<file path="config.mk">
export PLATFORM = sky130hd
export DESIGN_NAME = chrono_timer_ctrl
export DESIGN_NICKNAME = d
export VERILOG_FILES = /design/src/rtl/chrono_timer_ctrl.sv
export SDC_FILE = /design/constraint.sdc
export NUM_CORES = 1
export LEC_CHECK = 0
export CORE_UTILIZATION = 45
export DETAILED_ROUTE_END_ITERATION = 7
export GPL_TIMING_DRIVEN = 1
export PLACE_DENSITY_LB_ADDON = 0.15
export SYNTH_ARGS = -nofsm -noshare
export SYNTH_HDL_FRONTEND = slang
export SYNTH_SLANG_ARGS = --single-unit
</file>
<file path="constraint.sdc">
create_clock -name clk -period 4.1 [get_ports clk]
set_clock_uncertainty 0.2 [all_clocks]
set_input_delay 0.41 -clock clk [delete_from_list [all_inputs] [get_ports clk]]
set_output_delay 0.41 -clock clk [all_outputs]
set_load 0.005 [all_outputs]
</file>
<file path="src/rtl/chrono_timer_ctrl.sv">
// Stopwatch / countdown-timer sequencer for the seconds:minutes display counters.
// Issues registered step/clear strobes and count direction to two external
// 6-bit counters and reads their values back to decide carry, borrow and expiry.
module chrono_timer_ctrl #(
  parameter int ALARM_SECS = 10
) (
  input  logic       clk,
  input  logic       reset,
  input  logic       tick_1hz,
  input  logic       btn_start,
  input  logic       btn_mode,
  input  logic       btn_clear,
  input  logic       btn_inc_min,
  input  logic       btn_inc_sec,
  input  logic [5:0] sec_val,
  input  logic [5:0] min_val,
  output logic       sec_step,
  output logic       min_step,
  output logic       dir_up,
  output logic       cnt_clr,
  output logic       mode_timer,
  output logic       running,
  output logic       alarm,
  output logic [2:0] state
);

  typedef enum logic [2:0] {
    SW_IDLE  = 3'd0,
    SW_RUN   = 3'd1,
    TM_EDIT  = 3'd2,
    TM_RUN   = 3'd3,
    TM_PAUSE = 3'd4,
    ALARM    = 3'd5
  } state_t;

  localparam logic [5:0] ALARM_LOAD = 6'(ALARM_SECS);

  state_t     state_q, state_d;
  logic [4:0] btn_prev_q, btn_prev_d;
  logic [5:0] alarm_cnt_q, alarm_cnt_d;
  logic       sec_step_q, sec_step_d;
  logic       min_step_q, min_step_d;
  logic       dir_up_q, dir_up_d;
  logic       cnt_clr_q, cnt_clr_d;
  logic       mode_timer_q, mode_timer_d;
  logic       running_q, running_d;
  logic       alarm_q, alarm_d;

  logic [4:0] btn_now, btn_edge;
  logic       e_clear, e_start, e_mode, e_inc_min, e_inc_sec;
  logic       at_zero;

  // Button edge detection, next-state and registered-output computation
  always_comb begin
    btn_now    = {btn_inc_sec, btn_inc_min, btn_mode, btn_start, btn_clear};
    btn_edge   = btn_now & ~btn_prev_q;
    btn_prev_d = btn_now;
    e_clear    = btn_edge[0];
    e_start    = btn_edge[1];
    e_mode     = btn_edge[2];
    e_inc_min  = btn_edge[3];
    e_inc_sec  = btn_edge[4];
    at_zero    = (sec_val == 6'd0) && (min_val == 6'd0);

    state_d     = state_q;
    alarm_cnt_d = alarm_cnt_q;
    sec_step_d  = 1'b0;
    min_step_d  = 1'b0;
    cnt_clr_d   = 1'b0;

    case (state_q)
      SW_IDLE: begin
        if (e_clear) begin
          cnt_clr_d = 1'b1;
        end else if (e_start) begin
          state_d = SW_RUN;
        end else if (e_mode) begin
          state_d   = TM_EDIT;
          cnt_clr_d = 1'b1;
        end
      end
      SW_RUN: begin
        if (tick_1hz) begin
          sec_step_d = 1'b1;
          min_step_d = (sec_val == 6'd59);
        end
        if (e_start) state_d = SW_IDLE;
      end
      TM_EDIT: begin
        if (e_clear) begin
          cnt_clr_d = 1'b1;
        end else if (e_start) begin
          if (!at_zero) state_d = TM_RUN;
        end else if (e_mode) begin
          state_d   = SW_IDLE;
          cnt_clr_d = 1'b1;
        end else if (e_inc_min) begin
          min_step_d = 1'b1;
        end else if (e_inc_sec) begin
          sec_step_d = 1'b1;
        end
      end
      TM_RUN: begin
        // An abort clears the counters, so any tick in the same clk is moot
        if (e_clear) begin
          cnt_clr_d = 1'b1;
          state_d   = TM_EDIT;
        end else begin
          if (tick_1hz) begin
            if (min_val == 6'd0 && sec_val <= 6'd1) begin
              sec_step_d  = (sec_val == 6'd1);
              state_d     = ALARM;
              alarm_cnt_d = ALARM_LOAD;
            end else if (sec_val == 6'd0) begin
              sec_step_d = 1'b1;
              min_step_d = 1'b1;
            end else begin
              sec_step_d = 1'b1;
            end
          end
          // Expiry outranks a pause requested in the same clk
          if (e_start && state_d != ALARM) state_d = TM_PAUSE;
        end
      end
      TM_PAUSE: begin
        if (e_clear) begin
          cnt_clr_d = 1'b1;
          state_d   = TM_EDIT;
        end else if (e_start) begin
          state_d = TM_RUN;
        end
      end
      ALARM: begin
        if (|btn_edge) begin
          state_d     = TM_EDIT;
          alarm_cnt_d = 6'd0;
        end else if (tick_1hz) begin
          if (alarm_cnt_q <= 6'd1) begin
            state_d     = TM_EDIT;
            alarm_cnt_d = 6'd0;
          end else begin
            alarm_cnt_d = alarm_cnt_q - 6'd1;
          end
        end
      end
      default: state_d = SW_IDLE;
    endcase

    // Down direction covers both the clk that enters TM_RUN and the final
    // step issued while leaving it, so every countdown strobe sees dir_up=0
    dir_up_d     = !((state_q == TM_RUN) || (state_d == TM_RUN));
    mode_timer_d = (state_d == TM_EDIT) || (state_d == TM_RUN) ||
                   (state_d == TM_PAUSE) || (state_d == ALARM);
    running_d    = (state_d == SW_RUN) || (state_d == TM_RUN);
    alarm_d      = (state_d == ALARM);
  end

  // State, edge history, alarm counter and output registers
  always_ff @(posedge clk or negedge reset) begin
    if (!reset) begin
      state_q      <= SW_IDLE;
      btn_prev_q   <= 5'd0;
      alarm_cnt_q  <= 6'd0;
      sec_step_q   <= 1'b0;
      min_step_q   <= 1'b0;
      dir_up_q     <= 1'b0;
      cnt_clr_q    <= 1'b0;
      mode_timer_q <= 1'b0;
      running_q    <= 1'b0;
      alarm_q      <= 1'b0;
    end else begin
      state_q      <= state_d;
      btn_prev_q   <= btn_prev_d;
      alarm_cnt_q  <= alarm_cnt_d;
      sec_step_q   <= sec_step_d;
      min_step_q   <= min_step_d;
      dir_up_q     <= dir_up_d;
      cnt_clr_q    <= cnt_clr_d;
      mode_timer_q <= mode_timer_d;
      running_q    <= running_d;
      alarm_q      <= alarm_d;
    end
  end

  assign sec_step   = sec_step_q;
  assign min_step   = min_step_q;
  assign dir_up     = dir_up_q;
  assign cnt_clr    = cnt_clr_q;
  assign mode_timer = mode_timer_q;
  assign running    = running_q;
  assign alarm      = alarm_q;
  assign state      = state_q;

endmodule

</file>
Word-level counts from Yosys, hierarchy flattened
Cells that the tools add are included.
{"block": "classes", "add_sub_neg": 1, "magnitude_cmp": 2, "n_eq_ne": 17, "mux": 52, "n_bitwise": 2, "reduce_logical": 17}
{"operator": "$mux 3", "count": 19}
{"operator": "$mux 6", "count": 6}
{"operator": "$mux 1", "count": 22}
{"operator": "$pmux 3 s6", "count": 1}
{"operator": "$eq 3x2->1 const B", "count": 4}
{"operator": "$eq 3x3->1 const B", "count": 4}
{"operator": "$le 6x1->1 const B", "count": 2}
{"operator": "$logic_not 6->1", "count": 2}
{"operator": "$pmux 6 s2", "count": 1}
{"operator": "$eq 3x1->1 const B", "count": 2}
{"operator": "$eq 6x1->1 const B", "count": 1}
{"operator": "$eq 6x6->1 const B", "count": 1}
{"operator": "$ne 2x2->1 const B", "count": 3}
{"operator": "$ne 3x3->1 const B", "count": 2}
{"operator": "$pmux 1 s3", "count": 2}
{"operator": "$sub 6x1->6 const B", "count": 1}
{"operator": "$and 5x5->5", "count": 1}
{"operator": "$logic_or 1x1->1", "count": 5}
{"operator": "$not 5->5", "count": 1}
{"operator": "$reduce_and 5->1", "count": 1}
{"operator": "$reduce_or 5->1", "count": 1}
{"operator": "$reduce_or 2->1", "count": 2}
{"operator": "$logic_and 1x1->1", "count": 3}
{"operator": "$logic_not 3->1", "count": 1}
{"operator": "other kinds (3)", "count": 3}
{"block": "word_totals", "register_bits": 21, "in_bits": 20, "out_inout_bits": 10, "elab_cells": 101}

Logic depth before layout (Yosys ltp)
{"block": "depth", "word_depth": 15, "ltp_mapped": 6, "mapped_depth_nobuf": 6}

Least setup slack after synthesis
Ideal clock, no wire load.
{"block": "synth_timing", "path_kind": "input-to-reg", "startpoint": "input port btn_mode", "endpoint": "register alarm_cnt_q[1]", "setup_time_ns": 0.125, "arrival_time_ns": 1.564, "t_required_ns": 3.775, "setup_slack_ns": 2.211, "stages": 5, "path_buffers": 0, "cell_sequence": "nor2b_1 -> nor3_4 -> a31oi_2 -> or2_1 -> mux2_4"}
{"block": "synth_between", "elab_chain_cells": 4, "elab_cells_between_ends": 6, "classes_between": "eq/ne (1); mux (2); bitwise (1); reduce/logical (2)"}
{"item": "start: declaration", "line_no": "11", "text": "input logic btn_mode,"}
{"item": "$and 5x5->5 (*)", "line_no": "56", "text": "btn_edge = btn_now & ~btn_prev_q;"}
{"item": "$reduce_or 5->1 (*)", "line_no": "134", "text": "if (|btn_edge) begin"}
{"item": "$ne 3x3->1 (no source line) or $mux 6 (tied branches)"}
{"item": "$reduce_and 5->1 (no source line) or $pmux 6 s2 (tied branches)"}
{"item": "end signal: assignment", "line_no": "174", "text": "alarm_cnt_q <= alarm_cnt_d;"}
{"item": "end: declaration", "line_no": "40", "text": "logic [5:0] alarm_cnt_q, alarm_cnt_d;"}
Every way passes the cells marked *; elsewhere a longest branch is shown, timed or not.
A chain may end at the register's enable or synchronous reset.

Worst setup path in the final report
{"block": "layout_timing", "startpoint": "input port btn_start", "endpoint": "register alarm_cnt_q[1]"}
{"block": "layout_between", "elab_chain_cells": 4, "elab_cells_between_ends": 6, "classes_between": "eq/ne (1); mux (2); bitwise (1); reduce/logical (2)"}
{"item": "start: declaration", "line_no": "10", "text": "input logic btn_start,"}
{"item": "$and 5x5->5 (*)", "line_no": "56"}
{"item": "$reduce_or 5->1 (*)", "line_no": "134"}
{"item": "$ne 3x3->1 (no source line) or $mux 6 (tied branches)"}
{"item": "$reduce_and 5->1 (no source line) or $pmux 6 s2 (tied branches)"}
Marked as above.

==> run summary <==
The run finished with clean final reports. The shortest period the worst path allows is 2160 ps. The type of element launching the critical path was a primary input. For this design the static power due to leakage is 0.632 nW. The vias after detailed routing is 1,029, and the signed area change from the synthesized netlist to the final layout is 28.7%.

The clock root buffer was clkbuf_4. The number of setup buffers added after CTS is 0. The initial core utilization came out at 0.484. The detail route stage leaves a number of antenna-violating nets equal to 0. TritonCTS created 3 clock buffers.

The run gives 0 as the remaining routing DRC violations. The post-synthesis average cell area was 10.4 sq um. The number of antenna violations at the first check in global routing was 0; the count of state elements after synthesis was 21. The proportion of synthesized flip-flops having asynchronous set or reset was 1.00; the post-route fraction of the period consumed by the critical path was 0.527. The number of vias per cell was 5.75; the portion of the post-synthesis area used by sequential elements was 0.431. Data on the critical path is required at its endpoint by 4110 ps. The floorplan step defined a core boundary enclosing 2520 sq um. Master of the slowest instance on the critical path: clkdlybuf4s50_1. Leading cell type by number of instances after synthesis: dfrtp_1. The worst path setup slack after routing was 1940 ps; the total negative setup slack was 0 ps. For this design, the sink count on the clock tree is 21.

Across the run, the number of max-cap violations was 0. After global routing the overflow that remains totals 0. For the worst-skew pair, the clock arrives at the later sink with an insertion delay of 310 ps. The finished layout holds 179 standard cells, fillers aside.

The core utilization of the finished layout is 0.623. For this run, the leading register cell type out of synthesis is dfrtp_1. In this run, post-CTS hold repair placed 0 buffers. The run gives 117 as the number of standard cells after synthesis. Count of cell types in the netlist: 49. The path type of the worst setup path is in -> reg.

The routed wire length per instance works out to 14.6 um. Kind of path behind the tightest hold check: in -> reg. The endpoint arrival time on the critical path is 2170 ps, and the first-pass GRT wire length is 4.35 mm. The run gives 0.000241 V as the maximum vdd drop. Entering global routing, the biggest net connects 22 pins.

The number of placed instances, taps included, is 175. The finished cells cover 1570 sq um. Maximum level of the CTS H-tree: 1. The wire-length estimate of the detail-placed layout is 2.01 mm. The logs give 0.597 mW for the total design power and 0.826 for the final estimated routing congestion in global placement. STA classifies the critical path endpoint as a flop.

Number of hold violations in the final report: 0. The via count of the first global-routing pass came out at 946. The largest single stage delay on the critical path is 490 ps.

The vertical extent of the die was 54.1 um; the number of synthesis warnings was 0. In this run the worst path has a maximum fanout of 7. Derived from the worst setup path, the maximum achievable clock frequency is 463 MHz. The detailed router's first-iteration violation count is 34, and the full die area is 2920 sq um. Number of antenna diodes: 0. The mapped netlist covers 1220 sq um. The area fraction of the dominant cell type after synthesis was 0.431; the number of enable-type register cells in the synthesized netlist was 0. By count the netlist is led by dfrtp_1, nor2_1, nand2_1, inv_1. The clock passes through at most 2 buffers. The total of buffers placed on input and output ports came out at 29. After clock tree synthesis, the repair step resized 0 gates.

For the post-synth net total, the log shows 139. Ranked by total cell area, the synthesized netlist is headed by dfrtp_1, nor2_1, nand2b_1. The critical path goes through clkdlybuf4s50_1 > nor2b_1 > nor3_4 > a31oi_2 > or2_1 > mux2_4. Biggest area consumer among synthesized cells: dfrtp_1. In this run the power density over the cells is 380 nW/um^2.

The share of layout cells above drive strength 1 works out to 0.128. After detailed placement, the total cell area comes to 1540 sq um. For this run, the detailed router's first-pass iteration total came to 4.

For the total setup violations reported at the end of the flow, the log shows 0. From left edge to right edge, the die measures 54.1 um. The initialized floorplan defines 18 standard-cell rows. For the max-slew violation count, the log shows 0. TritonCTS built the clock tree.

For the hold slack, the log shows 337 ps. Setup repair after global routing left no endpoint under its margin. The worst max-slew margin expressed relative to the limit was 0.379. The total wire length after detailed routing was 2.61 mm; the I/O pin count was 30. Clock-pin slew was measured on the worst setup and hold paths at 120 ps. The logs give 0.214 for the total routing usage reported by global routing and 172 for the layout net count. Before CTS, the worst setup slack after placement is 1610 ps. At the pin with the least slew margin, the transition time is 929 ps.
==> cell families after synthesis <==
logic type | Yosys count | share of synthesized area
buf+inv | 8 | 0.0256
mux | 2 | 0.0205
xor+xnor | 1 | 0.00718
compound gates | 31 | 0.205
simple gates | 52 | 0.290
fa+ha+maj | 2 | 0.0205
flops | 21 | 0.431
==> area by class of cell <==
type                       count  area, sq um
inverter                       7         26.3
multi-input combinational     88          663
timing repair buffer          29          290
sequential                    21          526
clock inverter                 1         5.00
fill                         206          952
clock buffer                   3         22.5
tap                           30         37.5
==> path summary, 6_finish.rpt <==
| check | slack [ps] | start | to | depth (start not counted) |
|---|---|---|---|---|
| max | 1940 | btn_start | alarm_cnt_q[1] | 6 |
| min | 340 | btn_mode | btn_prev_q[2] | 1 |
| max reg2reg | 2050 | state[0] | alarm_cnt_q[1] | 5 |
| min reg2reg | 370 | alarm_cnt_q[1] | alarm_cnt_q[1] | 1 |
| max in group asynchronous | 2740 | reset | btn_prev_q[3] | 1 |
| min in group asynchronous | 400 | reset | mode_timer | 1 |
==> registers in the layout, indices dropped and copies added (netlist names) <==
name	cells
alarm_cnt_q	6
btn_prev_q	5
state	3
alarm	1
cnt_clr	1
dir_up	1
min_step	1
mode_timer	1
running	1
sec_step	1
==> cells in the final DEF, fill, tap and decap left out, drive strengths merged, types with 2 or more instances in the layout <==
cell / instances
clkdlybuf4s50: 29
dfrtp: 21
nor2: 10
nand2: 8
inv: 7
nor3: 6
nand2b: 5
o21ai: 5
o22ai: 5
nor2b: 5
o2bb2ai: 3
clkbuf: 3
nand4: 3
and2b: 2
nand3: 2
nand4b: 2
a21oi: 2
or2: 2
ha: 2
nor4: 2
a31oi: 2
o221ai: 2
==> layer usage <==
metal / vias to the layer above / global-route usage / share of wire
met5: - / 0 / 0
met3: 5 / 0.0367 / 0.062
met4: 0 / 0.0855 / 0.015
li1: 504 / - / -
met1: 481 / 0.288 / 0.45
met2: 39 / 0.337 / 0.47
==> critical path: cells and delay by family <==
family	cells	cell delay, ps
and+or+nand+nor	3	640
muxes	1	300
buffers and inverters	1	490
AOI/OAI and AO/OA	1	330
==> where the power goes <==
| group | switching [mW] | internal (mW) | total [mW] |
|---|---|---|---|
| Sequential | 0.0397 | 0.243 | 0.282 |
| Clock | 0.0675 | 0.0365 | 0.104 |
| Combinational | 0.0888 | 0.122 | 0.210 |
(Power assumes the default switching activity.)
